===== config.mk =====
export PLATFORM = sky130hd
export DESIGN_NAME = shreg_slot_sched_flat
export DESIGN_NICKNAME = d
export VERILOG_FILES = /design/src/rtl/shreg_slot_sched_pkg.sv /design/src/rtl/shreg_slot_sched_if.sv /design/src/rtl/shreg_slot_sched_rr_arbiter.sv /design/src/rtl/shreg_slot_sched.sv /design/src/flat_wrapper.sv
export SDC_FILE = /design/constraint.sdc
export NUM_CORES = 1
export LEC_CHECK = 0
export ABC_AREA = 1
export CORE_ASPECT_RATIO = 1.75
export CORE_MARGIN = 4
export CORE_UTILIZATION = 52
export CTS_BUF_LIST = sky130_fd_sc_hd__clkbuf_8
export DETAILED_ROUTE_END_ITERATION = 12
export GPL_ROUTABILITY_DRIVEN = 0
export PLACE_DENSITY = 0.73
export SYNTH_ARGS = -nofsm -noshare
export SYNTH_HDL_FRONTEND = slang
export SYNTH_SLANG_ARGS = --single-unit

===== constraint.sdc =====
create_clock -name CLK -period 3.77 [get_ports CLK]
set_input_delay 0.754 -clock CLK [delete_from_list [all_inputs] [get_ports CLK]]
set_output_delay 0.754 -clock CLK [all_outputs]
set_load 0.005 [all_outputs]

===== src/rtl/shreg_slot_sched_pkg.sv =====
// Shared definitions for the sha512crypt shreg slot scheduler: tag layout,
// parameter limits and the per-cycle pipeline action encoding.
package shreg_slot_sched_pkg;

  localparam int DEPTH_MIN  = 1;
  localparam int DEPTH_MAX  = 16;
  localparam int ROUNDS_MIN = 1;
  localparam int N_REQ_MAX  = 8;
  localparam int OCC_W      = 5;

  // Tag packing is {valid, id, round}; round sits in the low bits.
  localparam int TAG_RND_LSB = 0;

  function automatic int tag_id_lsb(input int rnd_w);
    return TAG_RND_LSB + rnd_w;
  endfunction

  function automatic int tag_vld_bit(input int id_w, input int rnd_w);
    return tag_id_lsb(rnd_w) + id_w;
  endfunction

  function automatic int tag_width(input int id_w, input int rnd_w);
    return tag_vld_bit(id_w, rnd_w) + 1;
  endfunction

  typedef enum logic [1:0] {
    ACT_HOLD   = 2'd0,
    ACT_BUBBLE = 2'd1,
    ACT_INJECT = 2'd2,
    ACT_RECIRC = 2'd3
  } sched_act_e;

endpackage


===== src/rtl/shreg_slot_sched_if.sv =====
// Requester / consumer / shreg-control bundle of the slot scheduler.
interface shreg_slot_sched_if #(
  parameter int N_REQ = 2,
  parameter int ID_W  = 3
) ();

  logic [N_REQ-1:0]                       req;
  logic [N_REQ*ID_W-1:0]                  req_id;
  logic [N_REQ-1:0]                       gnt;
  logic                                   shreg_en;
  logic                                   mux_sel;
  logic                                   done_valid;
  logic [ID_W-1:0]                        done_id;
  logic                                   done_rdy;
  logic [shreg_slot_sched_pkg::OCC_W-1:0] occupancy;
  logic                                   busy;

  modport master (
    output req, req_id, done_rdy,
    input  gnt, shreg_en, mux_sel, done_valid, done_id, occupancy, busy
  );

  modport slave (
    input  req, req_id, done_rdy,
    output gnt, shreg_en, mux_sel, done_valid, done_id, occupancy, busy
  );

endinterface


===== src/rtl/shreg_slot_sched_rr_arbiter.sv =====
// One-hot round-robin arbiter; search starts at ptr and ptr moves past the
// winner only when a grant is actually issued.
module shreg_slot_sched_rr_arbiter #(
  parameter int N_REQ = 2,
  parameter int IDX_W = (N_REQ > 1) ? $clog2(N_REQ) : 1
) (
  input  logic             CLK,
  input  logic             reset,
  input  logic             en,
  input  logic [N_REQ-1:0] req,
  output logic [N_REQ-1:0] gnt,
  output logic [IDX_W-1:0] gidx,
  output logic             any_gnt
);

  logic [IDX_W-1:0] ptr_r;
  logic [IDX_W-1:0] cand_s;

  // First requester at or after ptr wins.
  always_comb begin
    gnt     = '0;
    gidx    = '0;
    any_gnt = 1'b0;
    cand_s  = '0;
    for (int i = 0; i < N_REQ; i++) begin
      cand_s = IDX_W'((int'(ptr_r) + i) % N_REQ);
      if (en && !any_gnt && req[cand_s]) begin
        gnt[cand_s] = 1'b1;
        gidx        = cand_s;
        any_gnt     = 1'b1;
      end else begin
        any_gnt = any_gnt;
      end
    end
  end

  always_ff @(posedge CLK) begin
    if (reset) begin
      ptr_r <= '0;
    end else if (any_gnt) begin
      ptr_r <= IDX_W'((int'(gidx) + 1) % N_REQ);
    end else begin
      ptr_r <= ptr_r;
    end
  end

endmodule


===== src/rtl/shreg_slot_sched.sv =====
// Slot scheduler for the interleaved sha512crypt shreg pipeline: tracks a tag
// per slot, drives shreg enable / input mux, injects and retires contexts.
module shreg_slot_sched
  import shreg_slot_sched_pkg::*;
#(
  parameter int DEPTH  = 4,
  parameter int ROUNDS = 3,
  parameter int N_REQ  = 2,
  parameter int ID_W   = 3,
  parameter int RND_W  = 8
) (
  input logic               CLK,
  input logic               reset,
  shreg_slot_sched_if.slave bus
);

  localparam int TAG_W   = tag_width(ID_W, RND_W);
  localparam int ID_LSB  = tag_id_lsb(RND_W);
  localparam int VLD_BIT = tag_vld_bit(ID_W, RND_W);
  localparam int IDX_W   = (N_REQ > 1) ? $clog2(N_REQ) : 1;
  localparam logic [RND_W-1:0] LAST_RND = RND_W'(ROUNDS - 1);

  logic [TAG_W-1:0] tag_r [DEPTH];
  logic [TAG_W-1:0] tail_s;
  logic [OCC_W-1:0] occ_r;

  logic             h_valid_s;
  logic [ID_W-1:0]  h_id_s;
  logic [RND_W-1:0] h_rnd_s;
  logic             final_s;
  logic             retire_s;
  logic             free_s;
  logic             arb_en_s;
  logic             any_gnt_s;
  logic [N_REQ-1:0] gnt_s;
  logic [IDX_W-1:0] gidx_s;
  logic [ID_W-1:0]  inj_id_s;
  logic             done_valid_s;
  sched_act_e       act_s;

  // The head tag lines up with the data shreg output.
  assign h_valid_s = tag_r[DEPTH-1][VLD_BIT];
  assign h_id_s    = tag_r[DEPTH-1][ID_LSB +: ID_W];
  assign h_rnd_s   = tag_r[DEPTH-1][TAG_RND_LSB +: RND_W];

  assign final_s  = h_valid_s && (h_rnd_s == LAST_RND);
  assign retire_s = final_s && bus.done_rdy && !reset;
  assign free_s   = !h_valid_s || (final_s && bus.done_rdy);
  assign arb_en_s = free_s && !reset;
  assign inj_id_s = bus.req_id[int'(gidx_s)*ID_W +: ID_W];

  shreg_slot_sched_rr_arbiter #(
    .N_REQ (N_REQ),
    .IDX_W (IDX_W)
  ) u_rr_arbiter (
    .CLK     (CLK),
    .reset   (reset),
    .en      (arb_en_s),
    .req     (bus.req),
    .gnt     (gnt_s),
    .gidx    (gidx_s),
    .any_gnt (any_gnt_s)
  );

  // A final-pass head blocks the whole pipeline until the consumer takes it.
  always_comb begin
    if (reset) begin
      act_s = ACT_HOLD;
    end else if (final_s && !bus.done_rdy) begin
      act_s = ACT_HOLD;
    end else if (h_valid_s && !final_s) begin
      act_s = ACT_RECIRC;
    end else if (any_gnt_s) begin
      act_s = ACT_INJECT;
    end else begin
      act_s = ACT_BUBBLE;
    end
  end

  always_comb begin
    case (act_s)
      ACT_RECIRC: tail_s = {1'b1, h_id_s, h_rnd_s + RND_W'(1)};
      ACT_INJECT: tail_s = {1'b1, inj_id_s, {RND_W{1'b0}}};
      default:    tail_s = '0;
    endcase
  end

  // Data shreg contents are never reset; clearing the tags masks them.
  always_ff @(posedge CLK) begin
    if (reset) begin
      for (int i = 0; i < DEPTH; i++) tag_r[i] <= '0;
    end else if (act_s != ACT_HOLD) begin
      tag_r[0] <= tail_s;
      for (int i = 1; i < DEPTH; i++) tag_r[i] <= tag_r[i-1];
    end else begin
      for (int i = 0; i < DEPTH; i++) tag_r[i] <= tag_r[i];
    end
  end

  always_ff @(posedge CLK) begin
    if (reset) begin
      occ_r <= '0;
    end else if (act_s != ACT_HOLD) begin
      occ_r <= occ_r + OCC_W'(act_s == ACT_INJECT) - OCC_W'(retire_s);
    end else begin
      occ_r <= occ_r;
    end
  end

  assign done_valid_s   = final_s && !reset;
  assign bus.gnt        = gnt_s;
  assign bus.shreg_en   = (act_s != ACT_HOLD);
  assign bus.mux_sel    = (act_s == ACT_RECIRC);
  assign bus.done_valid = done_valid_s;
  assign bus.done_id    = done_valid_s ? h_id_s : {ID_W{1'b0}};
  assign bus.occupancy  = reset ? {OCC_W{1'b0}} : occ_r;
  assign bus.busy       = !reset && (occ_r != {OCC_W{1'b0}});

endmodule


===== src/flat_wrapper.sv =====
// flat-port wrapper written by rule: the top's interface ports become plain ports
module shreg_slot_sched_flat import shreg_slot_sched_pkg::*;
#(
  parameter int DEPTH  = 4,
  parameter int ROUNDS = 3,
  parameter int N_REQ  = 2,
  parameter int ID_W   = 3,
  parameter int RND_W  = 8
)
  (CLK, reset, bus_req, bus_req_id, bus_done_rdy, bus_gnt, bus_shreg_en, bus_mux_sel, bus_done_valid, bus_done_id, bus_occupancy, bus_busy);
  shreg_slot_sched_if #(.N_REQ(N_REQ), .ID_W(ID_W)) bus_i ();
  input logic CLK;
  input logic reset;
  input wire logic [$bits(bus_i.req)-1:0] bus_req;
  input wire logic [$bits(bus_i.req_id)-1:0] bus_req_id;
  input wire logic [$bits(bus_i.done_rdy)-1:0] bus_done_rdy;
  output wire logic [$bits(bus_i.gnt)-1:0] bus_gnt;
  output wire logic [$bits(bus_i.shreg_en)-1:0] bus_shreg_en;
  output wire logic [$bits(bus_i.mux_sel)-1:0] bus_mux_sel;
  output wire logic [$bits(bus_i.done_valid)-1:0] bus_done_valid;
  output wire logic [$bits(bus_i.done_id)-1:0] bus_done_id;
  output wire logic [$bits(bus_i.occupancy)-1:0] bus_occupancy;
  output wire logic [$bits(bus_i.busy)-1:0] bus_busy;
  assign bus_i.req = bus_req;
  assign bus_i.req_id = bus_req_id;
  assign bus_i.done_rdy = bus_done_rdy;
  assign bus_gnt = bus_i.gnt;
  assign bus_shreg_en = bus_i.shreg_en;
  assign bus_mux_sel = bus_i.mux_sel;
  assign bus_done_valid = bus_i.done_valid;
  assign bus_done_id = bus_i.done_id;
  assign bus_occupancy = bus_i.occupancy;
  assign bus_busy = bus_i.busy;
  shreg_slot_sched #(.DEPTH(DEPTH), .ROUNDS(ROUNDS), .N_REQ(N_REQ), .ID_W(ID_W), .RND_W(RND_W)) u_core (.CLK(CLK), .reset(reset), .bus(bus_i));
endmodule

After elaboration in Yosys (flattened, before gate mapping):

Memories as Yosys holds them, arrays and structs flattened.
Cells that the tools add are included.

* flip-flop bits (word level): 6
* RAM bits: 48
* input bits: 11
* word-level logic and storage cells: 84
* memories kept: 1

* $add $sub $neg: 5
* multiply operators: 1
* $lt $le $gt $ge: 4
* equality and inequality tests: 3
* shifts and indexed selects: 1
* muxes and demuxes: 37
* bitwise gates (word level): 9
* reduce and logical (&&, ||, !) cells: 21

Memories
* u_core.tag_r: depth 4, bits a word 12, read ports 4, clocked after memory_dff 0, wr ports 4, RTL line shreg_slot_sched.sv:23 `logic [TAG_W-1:0] tag_r [DEPTH];`

Operators by type and width (count)
* $mux W12: 8
* $shiftx A6 B32 Y3: 1
* $pmux W12 S2: 1
* $mux W1: 18
* $logic_and A1 B1 Y1: 13
* $mux W2: 6
* $add A8 B1 Y8 const B: 1
* $eq A8 B2 Y1 const B: 1
* $or A1 B1 Y1: 8
* $add A5 B1 Y5: 1
* $logic_not A1 Y1: 5
* $mux W5: 1
* $reduce_bool A5 Y1: 1
* $sub A5 B1 Y5: 1
* $eq A2 B2 Y1 const B: 2
* $lt A1 B2 Y1 const B: 2
* $mul A1 B2 Y3 const B: 1
* $mux W3: 1
* $add A1 B1 Y1 const B: 2
* $demux W1 S1: 2
* $ge A1 B1 Y1 const B: 2
* $or A2 B2 Y2: 1
* $reduce_bool A2 Y1: 1
* $logic_or A1 B1 Y1: 1

Depth between registers and ports, before layout:

Gate-level depths: netlist of the first run.
An unclocked memory read counts as a cell.

* depth after elaboration: 22
* gate-level depth with buffers: 21
* gate-level depth less buffers: 21

By module:

From an unflattened synthesis of the first run, not the netlist that was laid out.

* cells, all modules: 266
* area, all modules: 2648.8 um^2

Modules (own cells, without submodules)
* shreg_slot_sched: times used 1, cells an instance 253, area each 2571.2 um^2
* shreg_slot_sched_rr_arbiter: times used 1, cells an instance 13, area each 77.6 um^2

Worst setup path before layout of the first run:

Ideal clock, no wire load.

* path kind: register -> register
* start point: memory u_core.tag_r[3][0] (netlist name)
* end point: register u_core.occ_r[4]
* arrival time: 2.814 ns
* path slack: 0.888 ns
* cell stages (with the launch flop): 22
* path buffers: 0
* period minus slack after synthesis: 2.882 ns
* cells stage by stage: edfxtp_1 > inv_1 > ha_1 > nand2_4 > nor2_4 > nand2_4 > nor2_4 > inv_1 > nor2_1 > inv_1 > nor2_1 > ha_1 > inv_1 > ha_1 > inv_1 > fa_1 > inv_1 > a21oi_1 > o21bai_1 > xor2_1 > nand2_1 > a21oi_2

RTL lines
* from (decl): RTL line shreg_slot_sched.sv:23
* to (signal assigned): RTL line shreg_slot_sched.sv:104 `occ_r <= occ_r + OCC_W'(act_s == ACT_INJECT) - OCC_W'(retire_s);`
* to (signal assigned): RTL line shreg_slot_sched.sv:106 `occ_r <= occ_r;`
* to (decl): RTL line shreg_slot_sched.sv:25 `logic [OCC_W-1:0] occ_r;`

==> results.ini, run 1 <==
[status]
status = finished clean

[final_layout]
fillCellCount = 398
final_util = 0.637
synthToLayoutAreaGrowth_pct = 16.3
drive_gt1_frac = 0.105
fin_area_um2 = 3030
regArea_um2 = 1560
multi_input_comb_area_um2 = 749
layout_common_cells = inv_1 (61), nor2_1 (52), edfxtp_1 (48), nand2_1 (26), clkdlybuf4s50_1 (24)
num_antenna_cells = 0
final_common_cell = inv_1
layout.nets = 313

[power]
p_comb_frac = 0.142
switching_share = 0.233
irDropWorstVdd_mv = 0.326
power.leakage_nw = 1.22
switching_power_mw = 0.288
internal_power_mw = 0.948
powerDensity_nw_per_um2 = 408
seqPwrFrac = 0.549
power_frac_clock = 0.309

[clocking]
cts-resized-gates = 0
clock_latency_ns = 0.31
cts_buffer_depth = 2
cts_tree = yes
clk_pin_slew_worst_paths_ns = 0.10
postCtsHoldBufs = 0
cts-htree-levels = 2
cts_sinks = 54
numCtsBuffers = 5
postCtsSetupRepairBufs = 0
cts-root-buf = clkbuf_8

[critical_path]
critPathArrivalTime_ns = 3.42
worstPathRequired_ns = 4.00
worst_setup_path_end_kind = register
rr_worst_depth = 21
path_max_fanout = 4
r2r-start = u_core.tag_r[3][0]$_SDFFCE_PP0P_
cp-start-kind = register
reg2reg_slack_ns = 0.59
timing_worst_setup_path_type = register to register
r2r_end = u_core.occ_r[4]$_SDFFE_PP0P_

[detailed_routing]
totalWireLength_um = 4580
routedWlPerCell_um = 13.2
drt-met1-wl_um = 1880
dr_wl_met2_um = 2420
drtAntennaViolNets = 0
avgViaCountPerCell = 4.98
met3_wirelength_um = 191
topRoutingLayerUsed = met4
vias = 1724
drt_first_iter_violations = 54
drt_first_pass_iters = 4
route.detailed.drc = 0

[sta]
finalSetupViolCount = 0
fin_ws_ns = 0.585
slew_violations = 0
fin_crit_sh = 0.845
relSlewSlack = 0.566
grt_setup_unrepaired = false
setup_tns_ns = 0
fmax_mhz = 314
tightest_slew_ns = 0.650
hold_viol = 0
fin_crit_ns = 3.18
skew_ns = 0.0111

[logic_synthesis]
synth_cell_types = 32
synth_area_um2 = 2600
ys_seq_area_frac = 0.600
syn_inst = 264
syn_nets = 284
syn_avg_cell_area_um2 = 9.86
synth-seq-cells = 54
yosysWarnings = 0

[hold_path]
hold_depth = 2
hold_end = u_core.u_rr_arbiter.ptr_r$_SDFFE_PP0P_
hold_class = register to register
min_from = u_core.u_rr_arbiter.ptr_r$_SDFFE_PP0P_

[global_routing]
grt_pass1_vias = 1703
grt_max_degree = 30
track_usage = 0.166
grt_pass1_wl_um = 7600
antenna_found_initial = 0
grt_overflow = 0

[floorplanning]
core_um2 = 4750
fp.dieH_um = 102
start_util = 0.548
rows = 33
ioPinCount = 25
die_w_um = 61.5
die-area_um2 = 6240

[place]
portBuffers = 24
placed_cell_area_um2 = 2910
pre_cts_slack_ns = 0.560
hpwl_um = 3290

[run]
drv_cap = 0

-- worst max-delay path, stage by stage, from the launching register on --
cell and delay (ns):
edfxtp_1 0.47, inv_1 0.09, ha_1 0.20, nand2_4 0.06, nor2_4 0.12, nand2_4 0.08
nor2_4 0.13, inv_1 0.05, nor2_1 0.11, inv_1 0.10, nor2_1 0.10, ha_1 0.23
inv_1 0.06, ha_1 0.16, inv_1 0.06, fa_1 0.43, inv_1 0.07, a21oi_1 0.05
o21bai_1 0.15, xor2_1 0.15, nand2_1 0.08, a21oi_2 0.13
-- layer usage --
layer	up-vias	GRT usage
li1	880	-
met1	797	0.190
met2	40	0.292
met3	7	0.0306
met4	0	0.0719
met5	-	0
-- sequential cells by signal, summed over array words and instances, names as in the netlist --
signal / flops
u_core.occ_r: 5
u_core.tag_r: 48
u_core.u_rr_arbiter.ptr_r: 1
-- metrics by stage --
step                hold slack, ns  std cells  total power, mW
floorplan                    0.438        264            0.804
global placement             0.458        338            0.864
detailed placement           0.455        338            0.868
CTS                          0.469        346             1.24
global route                 0.483        346             1.29
finish                       0.464        346             1.24
-- power by group through the flow --
stage                     logic, mW  registers [mW]  clock network (mW)
final                         0.176           0.679               0.381
after global routing          0.202           0.680               0.409
after CTS                     0.178           0.679               0.386
after detailed placement      0.176           0.692                   0
after global placement        0.174           0.690                   0
after floorplan               0.116           0.688                   0
-- logic make-up (layout without fill, tap and decap cells) --
group | count (synthesis) | in the layout | share of synthesized area
flip-flops | 54 | 54 | 0.600
AND/OR/NAND/NOR | 103 | 103 | 0.176
XOR/XNOR | 5 | 5 | 0.0168
buffers and inverters | 74 | 104 | 0.114
AO/OA/AOI/OAI | 19 | 19 | 0.0471
adder cells (fa/ha/maj) | 9 | 9 | 0.0462
-- cells in the mapped netlist (all sizes together) --
library cell / n / area, µm²
inv: 68 / 258
clkinv: 1 / 3.75
o21ai: 6 / 30.0
dfxtp: 6 / 120
o22ai: 1 / 6.26
fa: 1 / 20.0
a21oi: 8 / 43.8
nand3: 6 / 30.0
nor2: 56 / 230
o21bai: 2 / 26.3
xnor2: 1 / 8.76
edfxtp: 48 / 1440
ha: 8 / 100
nand2: 32 / 145
buf: 5 / 35.0
nor3: 3 / 15.0
a41oi: 1 / 8.76
xor2: 4 / 35.0
o21a: 1 / 7.51
nand4: 4 / 25.0
nor4: 2 / 12.5
-- how the worst max path moves through the flow --
stage                                     startpoint  slack [ns]                            to
floorplan           u_core.tag_r[3][0]$_SDFFCE_PP0P_        0.89  u_core.occ_r[4]$_SDFFE_PP0P_
detailed placement                             reset        0.56  u_core.occ_r[4]$_SDFFE_PP0P_
global placement                               reset        0.64  u_core.occ_r[4]$_SDFFE_PP0P_
global route        u_core.tag_r[3][0]$_SDFFCE_PP0P_        0.32  u_core.occ_r[4]$_SDFFE_PP0P_
finish              u_core.tag_r[3][0]$_SDFFCE_PP0P_        0.59  u_core.occ_r[4]$_SDFFE_PP0P_
CTS                 u_core.tag_r[3][0]$_SDFFCE_PP0P_        0.56  u_core.occ_r[4]$_SDFFE_PP0P_
-- final cells by class --
class	instances	share of cell area
clock inverters	3	0.0149
inverters	69	0.0864
flip-flops and latches	54	0.516
well taps	52	0.0215
repair buffers	27	0.0909
multi-input cells	136	0.248
clock buffers	5	0.0227
No activity file was read; power rests on OpenSTA's default activity.
==> run 2, diff against run 1 <==
Clock period 3.77 ns to 3.2 ns, I/O delays scaled along.
==> results.ini, run 2 (synthesized netlist as in run 1, its figures left out) <==
[status]
status = finished clean

[detailed_routing]
avgViaCountPerCell = 4.90  ; -1.7%
drt_first_iter_violations = 52  ; -3.7%
totalWireLength_um = 4630  ; +1.1%
drt_first_pass_iters = 4  ; unchanged
routedWlPerCell_um = 13.3  ; +0.20%
vias = 1709  ; -0.87%
drtAntennaViolNets = 0  ; unchanged
route.detailed.drc = 0  ; unchanged

[clocking]
numCtsBuffers = 5  ; unchanged
cts_sinks = 54  ; unchanged
cts_tree = yes
clk_pin_slew_worst_paths_ns = 0.10  ; about the same
cts-root-buf = clkbuf_8
clock_latency_ns = 0.31  ; about the same
cts-htree-levels = 2  ; unchanged
cts_buffer_depth = 2  ; unchanged

[final_layout]
largest_reg_flops = 48  ; unchanged
fillCellCount = 396  ; -0.50%
synthToLayoutAreaGrowth_pct = 17.5
layout.nets = 316  ; +0.96%
drive_gt1_frac = 0.128  ; +0.0225
num_antenna_cells = 0  ; unchanged
regArea_um2 = 1560  ; unchanged
regMostFlops = u_core.tag_r
top_regs = u_core.tag_r x48, u_core.occ_r x5, u_core.u_rr_arbiter.ptr_r x1
fin_area_um2 = 3060  ; +0.99%
final_common_cell = inv_1
layout_common_cells = inv_1 (60), nor2_1 (51), edfxtp_1 (48), nand2_1 (26), clkdlybuf4s50_1 (24)
multi_input_comb_area_um2 = 757  ; +1.0%

[run]
drv_cap = 0  ; unchanged

[power]
irDropWorstVdd_mv = 0.358  ; +9.9%
power.leakage_nw = 1.23  ; +1.1%
internal_power_mw = 1.12  ; +18%
seqPwrFrac = 0.545  ; -0.004
p_comb_frac = 0.141  ; about the same
switching_power_mw = 0.346  ; +20%
power_frac_clock = 0.314  ; +0.005
switching_share = 0.237  ; +0.00321
powerDensity_nw_per_um2 = 479  ; +17%

[critical_path]
r2r-start = u_core.tag_r[3][0]$_SDFFCE_PP0P_
worstPathRequired_ns = 3.45  ; -0.55 ns
r2r_end = u_core.occ_r[4]$_SDFFE_PP0P_
worstSetupEndpoint = u_core.occ_r[4]$_SDFFE_PP0P_
timing_worst_setup_path_type = register to register
worst_setup_path_end_kind = register
cp_common_cell = inv_1
cp-start-kind = register
path_cells = inv_1, ha_2, nand2_4, nor2_4, nand2_4, nor2_4, inv_1, nor2_2, inv_2, nor2_1, ha_1, inv_1, ha_1, inv_1, fa_2, inv_1, a21oi_1, o21bai_1, xor2_1, nand2_1, a21oi_2
path_max_fanout = 4  ; unchanged
worst_path_largest_cell_delay_ns = 0.41  ; -0.06 ns
slowest_stage = edfxtp_1
critPathArrivalTime_ns = 3.23  ; -0.19 ns
rr_worst_depth = 21  ; unchanged
cp-startpoint = u_core.tag_r[3][0]$_SDFFCE_PP0P_
reg2reg_slack_ns = 0.22  ; -0.36 ns

[sta]
skew_ns = 0.00623  ; -0.00487 ns
fmax_mhz = 336  ; +6.9%
fin_crit_ns = 2.98  ; -0.206 ns
slew_violations = 0  ; unchanged
setup_tns_ns = 0  ; unchanged
fin_ws_ns = 0.221  ; -0.364 ns
finalSetupViolCount = 0  ; unchanged
fin_crit_sh = 0.931  ; +0.0862
tightest_slew_ns = 0.364  ; -0.286 ns
hold_viol = 0  ; unchanged
relSlewSlack = 0.755  ; +0.189

[global_routing]
grt_pass1_wl_um = 7450  ; -2.0%
track_usage = 0.166  ; -0.000255
grt_pass1_vias = 1665  ; -2.2%
antenna_found_initial = 0  ; unchanged
grt_overflow = 0  ; unchanged
grt_max_degree = 51  ; +70%

[place]
hpwl_um = 3230  ; -1.8%
portBuffers = 24  ; unchanged
pre_cts_slack_ns = 0.0991  ; -0.461 ns
placed_cell_area_um2 = 2920  ; +0.26%

[floorplanning]
start_util = 0.548  ; unchanged
die_w_um = 61.5  ; unchanged
fp.dieH_um = 102  ; unchanged
die-area_um2 = 6240  ; unchanged
rows = 33  ; unchanged
core_um2 = 4750  ; unchanged
ioPinCount = 25  ; unchanged

[hold_path]
hold_class = register to register

[run 2: metrics by stage]
stage,util,hold slack [ns],instances,total power [mW]
after floorplan,-,0.438,264,0.948
after global placement,0.615,0.461,339,1.02
after detailed placement,0.615,0.456,339,1.02
after CTS,0.639,0.470,347,1.47
after global routing,0.644,0.493,349,1.53
final,0.644,0.465,349,1.46
[run 2: layout make-up]
type                            instances  area share
Timing Repair Buffer                   30      0.0974
Tap cell                               52      0.0213
Sequential cell                        54       0.511
Multi-Input combinational cell        136       0.248
Clock inverter                          3      0.0147
Clock buffer                            5      0.0225
Inverter                               69      0.0856
[run 2: worst min path at each step]
stage               cells after the start  slack (ns)                              startpoint                                     end
finish                                  2        0.46  u_core.u_rr_arbiter.ptr_r$_SDFFE_PP0P_  u_core.u_rr_arbiter.ptr_r$_SDFFE_PP0P_
global route                            2        0.49  u_core.u_rr_arbiter.ptr_r$_SDFFE_PP0P_  u_core.u_rr_arbiter.ptr_r$_SDFFE_PP0P_
CTS                                     2        0.47  u_core.u_rr_arbiter.ptr_r$_SDFFE_PP0P_  u_core.u_rr_arbiter.ptr_r$_SDFFE_PP0P_
detailed placement                      2        0.46  u_core.u_rr_arbiter.ptr_r$_SDFFE_PP0P_  u_core.u_rr_arbiter.ptr_r$_SDFFE_PP0P_
global placement                        2        0.46  u_core.u_rr_arbiter.ptr_r$_SDFFE_PP0P_  u_core.u_rr_arbiter.ptr_r$_SDFFE_PP0P_
floorplan                               2        0.44  u_core.u_rr_arbiter.ptr_r$_SDFFE_PP0P_  u_core.u_rr_arbiter.ptr_r$_SDFFE_PP0P_
[run 2: timing repair]
action                     4_1_cts  5_1_grt
buffers inserted                 0        2
gates resized for setup          0        4
hold buffers                     0        0
setup endpoints to repair        0        1
[run 2: power by group through the flow]
stage	sequential [mW]	combinational [mW]	clock [mW]
after floorplan	0.810	0.137	0
after global placement	0.813	0.205	0
after detailed placement	0.813	0.207	0
after CTS	0.798	0.210	0.466
after global routing	0.801	0.238	0.495
final	0.797	0.207	0.460
[run 2: worst max-delay path, delay by kind of cell (launching register included)]
kind            cells  cell delay, ns
fa+ha+maj           4            0.95
simple gates        7            0.70
flops               1            0.41
buf+inv             6            0.40
compound gates      3            0.32
xor+xnor            1            0.15
[run 2: metal layers]
metal / GRT usage / vias to the layer above / share of wire
li1: - / 882 / -
met5: 0 / - / 0
met2: 0.286 / 30 / 0.53
met1: 0.195 / 791 / 0.42
met3: 0.0370 / 6 / 0.033
met4: 0.0637 / 0 / 0.017
==> run 3, diff against run 2 <==
Settings changed: CTS_CLUSTER_DIAMETER set to 30.
==> results of run 3 <==
No change in the layout: final DEF, timing and power equal those of run 2.
==> edit (config.mk and constraints of run 2) <==
`DEPTH` is set to 4 in 2 places; all go to 2.
--- a/src/rtl/shreg_slot_sched.sv
+++ b/src/rtl/shreg_slot_sched.sv
@@ -3,7 +3,7 @@
 module shreg_slot_sched
   import shreg_slot_sched_pkg::*;
 #(
-  parameter int DEPTH  = 4,
+  parameter int DEPTH  = 2,
   parameter int ROUNDS = 3,
   parameter int N_REQ  = 2,
   parameter int ID_W   = 3,
--- a/src/flat_wrapper.sv
+++ b/src/flat_wrapper.sv
@@ -1,7 +1,7 @@
 // flat-port wrapper written by rule: the top's interface ports become plain ports
 module shreg_slot_sched_flat import shreg_slot_sched_pkg::*;
 #(
-  parameter int DEPTH  = 4,
+  parameter int DEPTH  = 2,
   parameter int ROUNDS = 3,
   parameter int N_REQ  = 2,
   parameter int ID_W   = 3,
Check against the original RTL: not equivalent (a bounded check fails within 4 cycles, from zero or initial values and one cycle with reset high).
==> edit against run 2 <==
Wire length decreased by 25%. Total power decreased by 35%. Synthesized cell count decreased by 26%. Final area decreased by 30%. Setup slack got worse by 15 ps. Register-to-register slack improved by 20 ps. Sequential cell count decreased by 24. Clock power decreased by 40%. Synthesized area decreased by 34%.
==> edit: results (changes against run 2) <==
outcome -> completed
delay-heaviest family, CP -> buffers and inverters
GRT Util Overall -> 0.180 (+0.0144)
Pint -> 0.691 mW (-38%)
slowest stage delay, CP -> 540 ps (+130 ps)
clock slew at reported path FFs -> 60 ps (-40 ps)
DP Area -> 2030 um2 (-31%)
Vias -> 1,321 (-23%)
clk_lat worst skew -> 270 ps (-40 ps)
pin count of the biggest net entering global routing -> 27 (-47%)
DRT iter0 DRCs -> 24 (-54%)
Max IR drop VDD -> 0.392 mV (+9.4%)
Worst Clk Skew -> 3.90 ps (-2.32 ps)
peak fanout along the critical path -> 16 (+12)
Pleak -> 0.888 nW (-28%)
first-pass GRT wire length -> 5770 um (-23%)
Slowest cell on crit path -> clkdlybuf4s50_1
Post-synth EDFFs -> 24 (-50%)
Synth cell types -> 31 (-3.1%)
synth cell count leaders -> 42 x inv_1, 27 x nor2_1, 24 x edfxtp_1
placed instance count -> 263 (-22%)
Setup WS pre-CTS -> 82.8 ps (-16.3 ps)
vias in the first global route -> 1,315 (-21%)
biggest regs -> u_core.tag_r: 24 flops, u_core.occ_r: 5 flops, u_core.u_rr_arbiter.ptr_r: 1 flops
dpl hpwl -> 2730 um (-16%)
Slew @ Worst Pin -> 320 ps (-43.2 ps)
syn_nets -> 215 (-24%)
Routed WL per cell -> 12.8 um (-3.9%)
Arr. time, crit path -> 2350 ps (-880 ps)
Non-Filler Instances -> 273 (-22%)
share of layout cells above drive strength 1 -> 0.148 (+0.0199)
[edit: cell count changes after synthesis, sizes merged, moves of 2 or more]
cell	before	now
buf	5	1
clkinv	1	3
edfxtp	48	24
inv	68	49
nand2	32	29
nand3	6	10
nor2	56	31
nor3	3	5
xor2	4	2
[edit: per-layer routing]
metal / GRT usage / part of all wire / up-vias
met5: 0 / 0 / -
met4: 0.0931 / 0.029 / 0
met3: 0.0391 / 0.026 / 9
met2: 0.312 / 0.54 / 28
met1: 0.199 / 0.40 / 603
li1: - / - / 681
[edit: cell families (layout without fill, tap and decap cells)]
| kind of cell | count (synthesis) | after routing | share of synthesized area |
|---|---|---|---|
| AO/OA/AOI/OAI | 18 | 18 | 0.0659 |
| AND/OR/NAND/NOR | 80 | 80 | 0.235 |
| XOR/XNOR | 4 | 4 | 0.0203 |
| adder cells (fa/ha/maj) | 9 | 9 | 0.0695 |
| flip-flops | 30 | 30 | 0.487 |
| buffers and inverters | 54 | 89 | 0.122 |
[edit: through the flow]
stage,hold slack [ps],util
2_1_floorplan,440,-
3_3_place_gp,452,0.639
3_5_place_dp,460,0.639
4_1_cts,469,0.664
5_1_grt,493,0.670
6_report,465,0.670
[edit: area by class of cell]
| type | count | area, um2 |
|---|---|---|
| fill | 289 | 1050 |
| sequential | 30 | 841 |
| multi-input combinational | 111 | 678 |
| timing repair buffer | 29 | 278 |
| inverter | 52 | 196 |
| clock buffer | 5 | 68.8 |
| tap | 43 | 53.8 |
| clock inverter | 3 | 11.3 |
[edit: power by group through the flow]
stage | Combinational [mW] | Clock (mW) | Sequential (mW)
final | 0.214 | 0.278 | 0.459
after global routing | 0.234 | 0.310 | 0.460
after CTS | 0.216 | 0.284 | 0.458
after detailed placement | 0.212 | 0 | 0.467
after global placement | 0.203 | 0 | 0.466
after floorplan | 0.134 | 0 | 0.462
[edit: path summary, 6_finish.rpt]
| check | start | cells past startpoint | slack [ps] | end |
|---|---|---|---|---|
| hold reg to reg | u_core.u_rr_arbiter.ptr_r$_SDFFE_PP0P_ | 2 | 470 | u_core.u_rr_arbiter.ptr_r$_SDFFE_PP0P_ |
| hold / removal | u_core.u_rr_arbiter.ptr_r$_SDFFE_PP0P_ | 2 | 470 | u_core.u_rr_arbiter.ptr_r$_SDFFE_PP0P_ |
| setup / recovery | reset | 6 | 210 | bus_shreg_en |
| setup reg to reg | u_core.tag_r[0][12]$_SDFFCE_PN0P_ | 19 | 240 | u_core.occ_r[4]$_SDFFE_PP0P_ |
[edit: worst min-delay path: cells and delay by family (launching register included)]
family           cells  cell delay (ps)
flip-flops           1              310
AO/OA/AOI/OAI        1               50
AND/OR/NAND/NOR      1               60
[edit: what timing repair did]
action                                  CTS  global route
hold buffers                              0             0
setup buffers                             0             2
gates resized for setup                   0             1
endpoints found under the setup margin    0             1
